<file path="src/rtl/cnn_conv_sequencer.sv">
// Bus-mapped control/status front end for the CNN accelerator: register decode, configuration
// check, start/flush pulses and result-pop accounting with DONE/ERR flags and a level interrupt.
module cnn_conv_sequencer #(
    parameter int                        BUS_ADDR_WIDTH = 32,
    parameter int                        BUS_DATA_WIDTH = 64,
    parameter int                        DATA_WIDTH     = 32,
    parameter int                        DIM_WIDTH      = 16,
    parameter int                        MAX_SIZE       = 4096,
    parameter logic [BUS_ADDR_WIDTH-1:0] BASE_ADDR      = '0
) (
    input  logic                        clkIn,
    input  logic                        rstNIn,
    input  logic [BUS_ADDR_WIDTH-1:0]   addrIn,
    input  logic [BUS_DATA_WIDTH/8-1:0] wrEnIn,
    input  logic [BUS_DATA_WIDTH-1:0]   wrDataIn,
    input  logic                        rdEnIn,
    output logic [BUS_DATA_WIDTH-1:0]   rdDataOut,
    output logic                        rdValidOut,
    output logic                        irqOut,
    output logic                        accStartOut,
    output logic                        accFlushOut,
    output logic [DIM_WIDTH-1:0]        accFiltRowsOut,
    output logic [DIM_WIDTH-1:0]        accFiltColsOut,
    output logic [DIM_WIDTH-1:0]        accDataRowsOut,
    output logic [DIM_WIDTH-1:0]        accDataColsOut,
    input  logic [DATA_WIDTH-1:0]       accDataIn,
    input  logic                        accValidIn,
    output logic                        accReadyOut
);

    localparam int         PW         = 2 * DIM_WIDTH;
    localparam int         COL_LSB    = 16;
    localparam logic [2:0] IDX_CTRL   = 3'd0;
    localparam logic [2:0] IDX_STATUS = 3'd1;
    localparam logic [2:0] IDX_FILT   = 3'd2;
    localparam logic [2:0] IDX_DATA   = 3'd3;
    localparam logic [2:0] IDX_RESULT = 3'd4;

    typedef enum logic [1:0] {
        S_IDLE,
        S_CHECK,
        S_LAUNCH,
        S_RUN
    } state_e;

    state_e                      state_q, state_d;
    logic                        irq_en_q, irq_en_d;
    logic                        done_q, done_d;
    logic                        err_q, err_d;
    logic [31:0]                 out_cnt_q, out_cnt_d;
    logic [31:0]                 exp_cnt_q, exp_cnt_d;
    logic [DIM_WIDTH-1:0]        filt_rows_q, filt_rows_d, filt_cols_q, filt_cols_d;
    logic [DIM_WIDTH-1:0]        data_rows_q, data_rows_d, data_cols_q, data_cols_d;
    logic                        flush_q;
    logic                        rd_valid_q;
    logic [BUS_DATA_WIDTH-1:0]   rd_data_q;

    logic                        hit, wr_hit, rd_hit, busy, pop;
    logic [2:0]                  idx;
    logic [BUS_DATA_WIDTH-1:0]   wmask, wdata_m, rd_mux;
    logic                        ctrl_wr, status_wr, filt_wr, data_wr, start_req, abort_req;
    logic [PW-1:0]               filt_area, data_area, exp_prod;
    logic                        cfg_ok;
    logic                        unused_bits;

    assign hit    = (addrIn[BUS_ADDR_WIDTH-1:6] == BASE_ADDR[BUS_ADDR_WIDTH-1:6]);
    assign idx    = addrIn[5:3];
    assign wr_hit = hit & (|wrEnIn);
    assign rd_hit = hit & rdEnIn;
    assign busy   = (state_q != S_IDLE);

    always_comb begin
        for (int b = 0; b < BUS_DATA_WIDTH / 8; b++) begin
            wmask[8*b +: 8] = {8{wrEnIn[b]}};
        end
    end
    assign wdata_m = wrDataIn & wmask;

    assign ctrl_wr   = wr_hit && (idx == IDX_CTRL);
    assign status_wr = wr_hit && (idx == IDX_STATUS);
    assign filt_wr   = wr_hit && (idx == IDX_FILT) && !busy;
    assign data_wr   = wr_hit && (idx == IDX_DATA) && !busy;
    assign start_req = ctrl_wr & wdata_m[0];
    assign abort_req = ctrl_wr & wdata_m[1];
    assign pop       = rd_hit && (idx == IDX_RESULT) && (state_q == S_RUN) && accValidIn;

    assign filt_area = PW'(filt_rows_q) * PW'(filt_cols_q);
    assign data_area = PW'(data_rows_q) * PW'(data_cols_q);
    assign exp_prod  = (PW'(data_rows_q) - PW'(filt_rows_q) + PW'(1))
                     * (PW'(data_cols_q) - PW'(filt_cols_q) + PW'(1));
    assign cfg_ok    = (filt_rows_q != '0) && (filt_cols_q != '0)
                    && (filt_rows_q <= data_rows_q) && (filt_cols_q <= data_cols_q)
                    && (filt_area <= PW'(MAX_SIZE)) && (data_area <= PW'(MAX_SIZE));

    always_comb begin
        // NOTE: every variable gets its hold value first so no path can infer a latch.
        state_d     = state_q;
        irq_en_d    = irq_en_q;
        done_d      = done_q;
        err_d       = err_q;
        out_cnt_d   = out_cnt_q;
        exp_cnt_d   = exp_cnt_q;
        filt_rows_d = filt_rows_q;
        filt_cols_d = filt_cols_q;
        data_rows_d = data_rows_q;
        data_cols_d = data_cols_q;
        accStartOut = 1'b0;

        if (ctrl_wr && wrEnIn[0]) irq_en_d = wdata_m[2];
        if (status_wr && wdata_m[1]) done_d = 1'b0;
        if (status_wr && wdata_m[2]) err_d  = 1'b0;

        if (filt_wr) begin
            filt_rows_d = (filt_rows_q & ~wmask[DIM_WIDTH-1:0]) | wdata_m[DIM_WIDTH-1:0];
            filt_cols_d = (filt_cols_q & ~wmask[COL_LSB +: DIM_WIDTH]) | wdata_m[COL_LSB +: DIM_WIDTH];
        end
        if (data_wr) begin
            data_rows_d = (data_rows_q & ~wmask[DIM_WIDTH-1:0]) | wdata_m[DIM_WIDTH-1:0];
            data_cols_d = (data_cols_q & ~wmask[COL_LSB +: DIM_WIDTH]) | wdata_m[COL_LSB +: DIM_WIDTH];
        end

        // Flag sets below come after the W1C clears so a simultaneous set wins.
        if (abort_req) begin
            state_d = S_IDLE;
        end else begin
            unique case (state_q)
                S_IDLE: begin
                    if (start_req) state_d = S_CHECK;
                end
                S_CHECK: begin
                    if (cfg_ok) begin
                        state_d   = S_LAUNCH;
                        exp_cnt_d = 32'(exp_prod);
                        out_cnt_d = '0;
                        err_d     = 1'b0;
                        done_d    = 1'b0;
                    end else begin
                        state_d = S_IDLE;
                        err_d   = 1'b1;
                    end
                end
                S_LAUNCH: begin
                    accStartOut = 1'b1;
                    state_d     = S_RUN;
                end
                S_RUN: begin
                    if (pop) begin
                        out_cnt_d = out_cnt_q + 32'd1;
                        if (out_cnt_q + 32'd1 == exp_cnt_q) begin
                            state_d = S_IDLE;
                            done_d  = 1'b1;
                        end
                    end
                end
                default: state_d = S_IDLE;
            endcase
        end
    end

    always_comb begin
        rd_mux = '0;
        unique case (idx)
            IDX_CTRL:   rd_mux[2] = irq_en_q;
            IDX_STATUS: begin
                rd_mux[2:0]     = {err_q, done_q, busy};
                rd_mux[32 +: 32] = out_cnt_q;
            end
            IDX_FILT: begin
                rd_mux[DIM_WIDTH-1:0]         = filt_rows_q;
                rd_mux[COL_LSB +: DIM_WIDTH]  = filt_cols_q;
            end
            IDX_DATA: begin
                rd_mux[DIM_WIDTH-1:0]         = data_rows_q;
                rd_mux[COL_LSB +: DIM_WIDTH]  = data_cols_q;
            end
            IDX_RESULT: begin
                rd_mux[DATA_WIDTH]     = pop;
                rd_mux[DATA_WIDTH-1:0] = pop ? accDataIn : '0;
            end
            default: rd_mux = '0;
        endcase
    end

    always_ff @(posedge clkIn or negedge rstNIn) begin
        if (!rstNIn) begin
            state_q     <= S_IDLE;
            irq_en_q    <= 1'b0;
            done_q      <= 1'b0;
            err_q       <= 1'b0;
            out_cnt_q   <= '0;
            exp_cnt_q   <= '0;
            filt_rows_q <= '0;
            filt_cols_q <= '0;
            data_rows_q <= '0;
            data_cols_q <= '0;
            flush_q     <= 1'b0;
            rd_valid_q  <= 1'b0;
            rd_data_q   <= '0;
        end else begin
            // NOTE: non-blocking assignments keep every register sampling pre-edge values.
            state_q     <= state_d;
            irq_en_q    <= irq_en_d;
            done_q      <= done_d;
            err_q       <= err_d;
            out_cnt_q   <= out_cnt_d;
            exp_cnt_q   <= exp_cnt_d;
            filt_rows_q <= filt_rows_d;
            filt_cols_q <= filt_cols_d;
            data_rows_q <= data_rows_d;
            data_cols_q <= data_cols_d;
            flush_q     <= abort_req;
            rd_valid_q  <= rd_hit;
            if (rd_hit) rd_data_q <= rd_mux;
        end
    end

    assign rdDataOut      = rd_data_q;
    assign rdValidOut     = rd_valid_q;
    assign irqOut         = done_q & irq_en_q;
    assign accFlushOut    = flush_q;
    assign accReadyOut    = pop;
    assign accFiltRowsOut = filt_rows_q;
    assign accFiltColsOut = filt_cols_q;
    assign accDataRowsOut = data_rows_q;
    assign accDataColsOut = data_cols_q;

    assign unused_bits = ^{addrIn[2:0], wmask[BUS_DATA_WIDTH-1:32], wdata_m[BUS_DATA_WIDTH-1:32]};

endmodule

</file>
<file path="config.mk">
export PLATFORM = sky130hd
export DESIGN_NAME = cnn_conv_sequencer
export DESIGN_NICKNAME = d
export VERILOG_FILES = /design/src/rtl/cnn_conv_sequencer.sv
export SDC_FILE = /design/constraint.sdc
export NUM_CORES = 2
export LEC_CHECK = 0
export BUFFER_PORTS_ARGS = -buffer_cell sky130_fd_sc_hd__buf_4
export CAP_MARGIN = 20
export CORE_MARGIN = 10
export CORE_UTILIZATION = 35
export CTS_CLUSTER_DIAMETER = 100
export DETAILED_ROUTE_END_ITERATION = 12
export GPL_TIMING_DRIVEN = 1
export PLACE_DENSITY = 0.5
export SETUP_SLACK_MARGIN = 0.5
export SLEW_MARGIN = 0
export SYNTH_ARGS = -nofsm -noshare
export SYNTH_HDL_FRONTEND = slang
export SYNTH_SLANG_ARGS = --single-unit
</file>
<file path="constraint.sdc">
create_clock -name clkIn -period 11.1 [get_ports clkIn]
set_input_delay 0.555 -clock clkIn [delete_from_list [all_inputs] [get_ports clkIn]]
set_output_delay 0.555 -clock clkIn [all_outputs]
set_load 0.02 [all_outputs]
</file>
[Yosys cells after proc, flatten, opt, wreduce, memory -nomap -nowiden]
Cells that the tools add are included.
Word-level totals
  bits in registers: 199
  bits of input ports: 140
  logic and storage cells: 111
Operators by class
  add/sub/neg operators: 5
  $mul: 3
  $lt $le $gt $ge: 4
  eq/ne operators: 13
  muxes and demuxes: 27
  bitwise operators: 17
  reductions and logical operators: 29
Operators with widths (count)
  $mux W32: 3
  $pmux W29 S3: 1
  $and A16 B16 Y16: 4
  $le A32 B13 Y1 const B: 2
  $mul A16 B16 Y32: 2
  $or A16 B16 Y16: 4
  $pmux W32 S2: 1
  $add A17 B2 Y18 const B: 2
  $sub A16 B16 Y17: 2
  $add A32 B1 Y32 const B: 1
  $and A32 B32 Y32: 1
  $eq A32 B32 Y1: 1
  $le A16 B16 Y1: 2
  $mul A18 B18 Y32: 1
  $not A16 Y16: 2
  $reduce_bool A16 Y1: 2
  $mux W31: 1
  $logic_not A26 Y1: 1
  $logic_and A1 B1 Y1: 17
  $pmux W2 S4: 2
  $mux W1: 11
  $mux W2: 5
  $reduce_or A8 Y1: 1
  $eq A3 B2 Y1 const B: 2
  17 further kinds: 27

[Depth between registers and ports, before layout]
  word-level depth: 9
  gate-level depth with buffers: 39
  gate-level depth less buffers: 38

[Least setup slack after synthesis]
Ideal clock, no wire load.
  path kind: reg-to-reg
  start: reg (tool-made name)
  end: reg exp_cnt_q[31]
  arrival: 8.849 ns
  required time: 10.975 ns
  slack: 2.126 ns
  stages on the path, launching flop included: 37
  buffers on the path: 1
  clock period less this slack: 8.974 ns
  cell sequence: dfrtp_1 -> clkbuf_1 -> inv_2 -> ha_1 -> nor2b_1 -> o31a_1 -> o311a_4 -> nor4b_2 -> a2111oi_4 -> nor4_1 -> o311a_1 -> xnor2_1 -> nand2_1 -> fa_1 -> inv_1 -> fa_1 -> inv_1 -> fa_1 -> inv_1 -> fa_1 -> fa_1 -> inv_1 -> fa_1 -> inv_1 -> ha_1 -> a21o_1 -> a21o_1 -> a21o_1 -> a21oi_1 -> o21ai_0 -> o21a_1 -> a21oi_1 -> nor2_1 -> a21oi_1 -> a21oi_1 -> xnor2_1 -> mux2_2
RTL lines
  end signal, assigned: RTL line 206  | exp_cnt_q <= exp_cnt_d;
  end, declared: RTL line 51  | logic [31:0] exp_cnt_q, exp_cnt_d;

==> summary by stage <==
Floorplan
Once the floorplan was initialized, standard cells occupied 35.2% of the core. The die covers 131000 um^2. For this design the top-level I/O count stands at 273.

The chip height is 362 um. The initialized floorplan defines between 100 and 150 standard-cell rows. The core region is approximately 120000 um^2.

The width of the die is roughly 360 um.

Place
The HPWL after detailed placement is 117000 um. The number of I/O port buffers is 237. After detailed placement, the design holds a cell count of 6403. The standard cell area after detailed placement is 44700 um^2. The weighted congestion at the end of routability-driven global placement is 0.935.

Timing
The count of final max-slew check failures came to 0. The worst hold slack across all endpoints is -0.0324 ns. The normalized max-slew margin is 22.3%. For this run, the top clock speed supported by timing is just under 100 MHz. The final worst clock skew is 0.0205 ns. Setup repair after global routing left no endpoint under its margin. Summed over all failing endpoints, the final setup total negative slack is 0 ns.

The clock period minus worst slack is 10.12 ns. At the pin with the least slew margin, the transition time is 1.16 ns. The final worst-path cycle share is around 91%.

Setup violations remaining at the end of the flow were counted as 0. The final hold violation count is 8.

Layout
At the end of the flow, the number of nets in the layout was ~6.1k. The count of cells in the finished layout, fillers not included, comes to approximately 6.4k. The fraction of final layout cells with drive strength greater than 1 is 10.9%. The area growth from synthesis to layout is 10.9%. The design area is 45300 um^2.

Power and ir drop
Across the VDD grid, the largest voltage drop is 0.128 mV. The leakage dissipation is between 0.02 and 0.025 uW. The power density relative to cell area is 32.3 nW/um^2.

Clock tree
Gates resized during post-CTS repair numbered 0. The later pin in the worst-skew pair is clocked with a latency of 0.51 ns. The clock-pin transition on the worst setup and hold timing paths is 0.10 ns. The clock net in this run drives a total of approximately 200 sinks. After clock tree synthesis, the flow added hold-fix buffers numbering 0. The count of H-tree levels built during CTS is 4. The root buffer selected by CTS is clkbuf_16. The number of buffers inserted by post-CTS setup repair is 0. In this run the deepest clock path goes through 2 buffers. The CTS tree is yes.

The number of CTS-inserted buffers is 17.

Routing
The routed wire length is 142000 um. The DRC marker count from the first detailed-route iteration is about 3k. The number of routed nets with antenna violations is 0. The via count is 33.7k. The detail-routed net length per standard cell is between 20 and 25 um. After detailed routing, the number of remaining DRC violations is 0.

The first-pass iteration count of the detailed router is 7. The vias per cell is 5.23.

Global routing
For met3 alone, demand over resource in global routing was 5.06%. The layer flagged by global routing as most heavily used is met1. For met1 alone, demand over resource in global routing was 32.5%. The via count of the first global-routing pass is 34.0k. The global-route total usage across every layer is 21.5%. Global routing consumed, on the met2 layer, 30.8% of the routing resources. The pin count of the biggest net entering global routing is 78. The number of antenna violations at the first check in global routing is 10. The global-route wire length before repair is 216000 um.

For this run the aggregate overflow at the end of global routing stands at 0.

Critical path
The nature of the critical path endpoint is a flop. The number of buffers and inverters on the critical path is 6. The largest single stage delay on the critical path is 0.78 ns.

The kind of start point of the critical path is a flop. The critical path is of the flop to flop type. The cell type of the slowest stage on the worst timing path is xnor2_1.

Among the stages of the critical path, the cell type that occurs most often is fa_1. The largest driver fanout on the critical path is 16. The required time at the worst-slack endpoint is 11.51 ns. Grouping stages by cell kind, the critical path spends the most delay in adder cells. The arrival time at the worst endpoint is around 11 ns.

Yosys
The number of different library cells used by synthesis comes to 109. Synthesis inferred 199 register bits. The net count after synthesis is 5879. The sequential share of the synthesized area is between 10% and 20%. Among all flip-flop cells after synthesis, the most frequent one is dfrtp_1. Dividing the synthesized area by the synthesized cell count gives 8.66 um^2. The synthesized netlist occupies a cell area of 40900 um^2. The count of synthesis-stage warnings from yosys is 0. Counting flops with an async set or reset pin after synthesis yields a share of 100%. The number of synthesized flops with an enable pin is 0.

The cell count after synthesis is 4721.

Flow run
The count of max-cap constraint violations is 0.

Status
The flow ran to the end, but the final reports show violations. The checks that failed: negative hold slack.

Min path
The tightest min-delay check is of the input port to asynchronous set/reset pin type.
==> logic make-up (layout without fill, tap and decap cells) <==
logic type                 after synthesis  in the layout  share of synthesized area (%)
and+or+nand+nor                       1558           1558                           18.0
adders and majority gates             1018           1018                           43.8
other                                    0              4                              0
DFF                                    199            199                           12.2
muxes                                   97             97                           2.66
buffers and inverters                 1130           1320                           10.4
xor gates and xnor gates               186            186                           4.22
AOI/OAI and AO/OA                      533            533                           8.80
==> worst paths after layout <==
path / from / to / slack (ns) / depth (start not counted)
worst max-delay path: flop / exp_cnt_q[31]$_DFFE_PN0P_ / 0.98 / 34
worst min-delay path: rstNIn / rdDataOut[16]$_DFFE_PN0P_ / -0.03 / 1
worst max register to register: flop / exp_cnt_q[31]$_DFFE_PN0P_ / 0.98 / 34
worst min register to register: rdDataOut[20]$_DFFE_PN0P_ / rdDataOut[20]$_DFFE_PN0P_ / 0.49 / 2
max in group asynchronous: rstNIn / rdDataOut[57]$_DFFE_PN0P_ / 9.67 / 2
min in group clkIn: wrDataIn[25] / flop / 0.29 / 2
==> layout by cell type, fill, tap and decap left out, drive strengths merged, types with 27 or more instances in the layout <==
cell type,instances
nand3,54
inv,936
nor4,47
a21o,29
ha,332
nand4,37
or3,27
and2,150
mux2,82
nor2b,30
o21ai,186
a222oi,29
buf,351
a21oi,104
nor2,360
nor3,74
nand2,626
xor2,67
nand2b,50
fa,686
dfrtp,199
xnor2,117
==> per-stage QoR <==
step,power (uW),setup slack (ns),hold WS [ns],utilization [%]
6_report,1460,0.981,-0.0324,39.1
5_1_grt,1510,0.577,0.0183,39.1
4_1_cts,1480,1.07,0.00392,39.1
3_5_place_dp,805,1.07,0.471,38.5
3_3_place_gp,805,1.18,0.465,38.5
2_1_floorplan,746,2.13,0.259,-
==> cell usage after synthesis, types with 8 or more instances <==
master | number | area, um^2
or2_2 | 20 | 125
nand4b_1 | 8 | 70.1
dfrtp_1 | 199 | 4980
and2_1 | 149 | 932
inv_1 | 927 | 3480
nand3b_1 | 12 | 90.1
and3_1 | 24 | 150
a31oi_1 | 24 | 150
buf_2 | 17 | 85.1
a211oi_1 | 15 | 113
a222oi_1 | 29 | 290
o211ai_1 | 13 | 97.6
mux2i_1 | 14 | 140
xnor2_1 | 115 | 1010
xor2_1 | 63 | 552
clkbuf_1 | 169 | 634
nor2b_1 | 30 | 188
nand2_1 | 626 | 2350
mux2_2 | 75 | 845
nor2_1 | 360 | 1350
nor4_1 | 45 | 282
o21bai_1 | 8 | 60.1
or3_1 | 27 | 169
nand4_1 | 36 | 225
a2111oi_0 | 9 | 78.8
o21ai_0 | 170 | 851
fa_1 | 686 | 13700
o21a_1 | 21 | 158
a21o_1 | 29 | 218
o31ai_1 | 13 | 97.6
nor3_1 | 72 | 360
o21ai_1 | 14 | 70.1
ha_1 | 332 | 4150
nand2b_1 | 50 | 313
a21oi_1 | 101 | 505
nand3_1 | 50 | 250
clkinv_1 | 9 | 33.8
==> worst reg2reg max path: cells and delay by family, from the launching register on <==
kind | cells | cell delay [ns]
flip-flops | 1 | 0.45
buffers and inverters | 6 | 0.62
multiplexers | 1 | 0.25
AND/OR/NAND/NOR | 6 | 0.95
adder cells (fa/ha/maj) | 8 | 3.64
AO/OA/AOI/OAI | 11 | 3.23
XOR/XNOR | 2 | 0.92
==> where the power goes <==
| part | leakage, uW | internal, uW | switching [uW] |
|---|---|---|---|
| Combinational | 0.0191 | 27.0 | 38.0 |
| Sequential | 0.00268 | 724 | 0.0000258 |
| Clock | 0.000285 | 306 | 370 |
==> layout make-up <==
type,instances,area (um^2)
Clock inverter,15,176
Sequential cell,199,4980
Tap cell,1524,1910
Clock buffer,17,425
Timing Repair Buffer,351,2640
Fill cell,12000,70700
Antenna cell,4,10.0
Multi-Input combinational cell,3392,31700
Inverter,937,3520
==> metal layers <==
metal,vias to the layer above,wire length (um)
met5,-,27
met4,4,2880
met3,130,12100
met2,1194,57700
met1,17100,68800
li1,15200,-
Power figures use the tool's default switching activity.
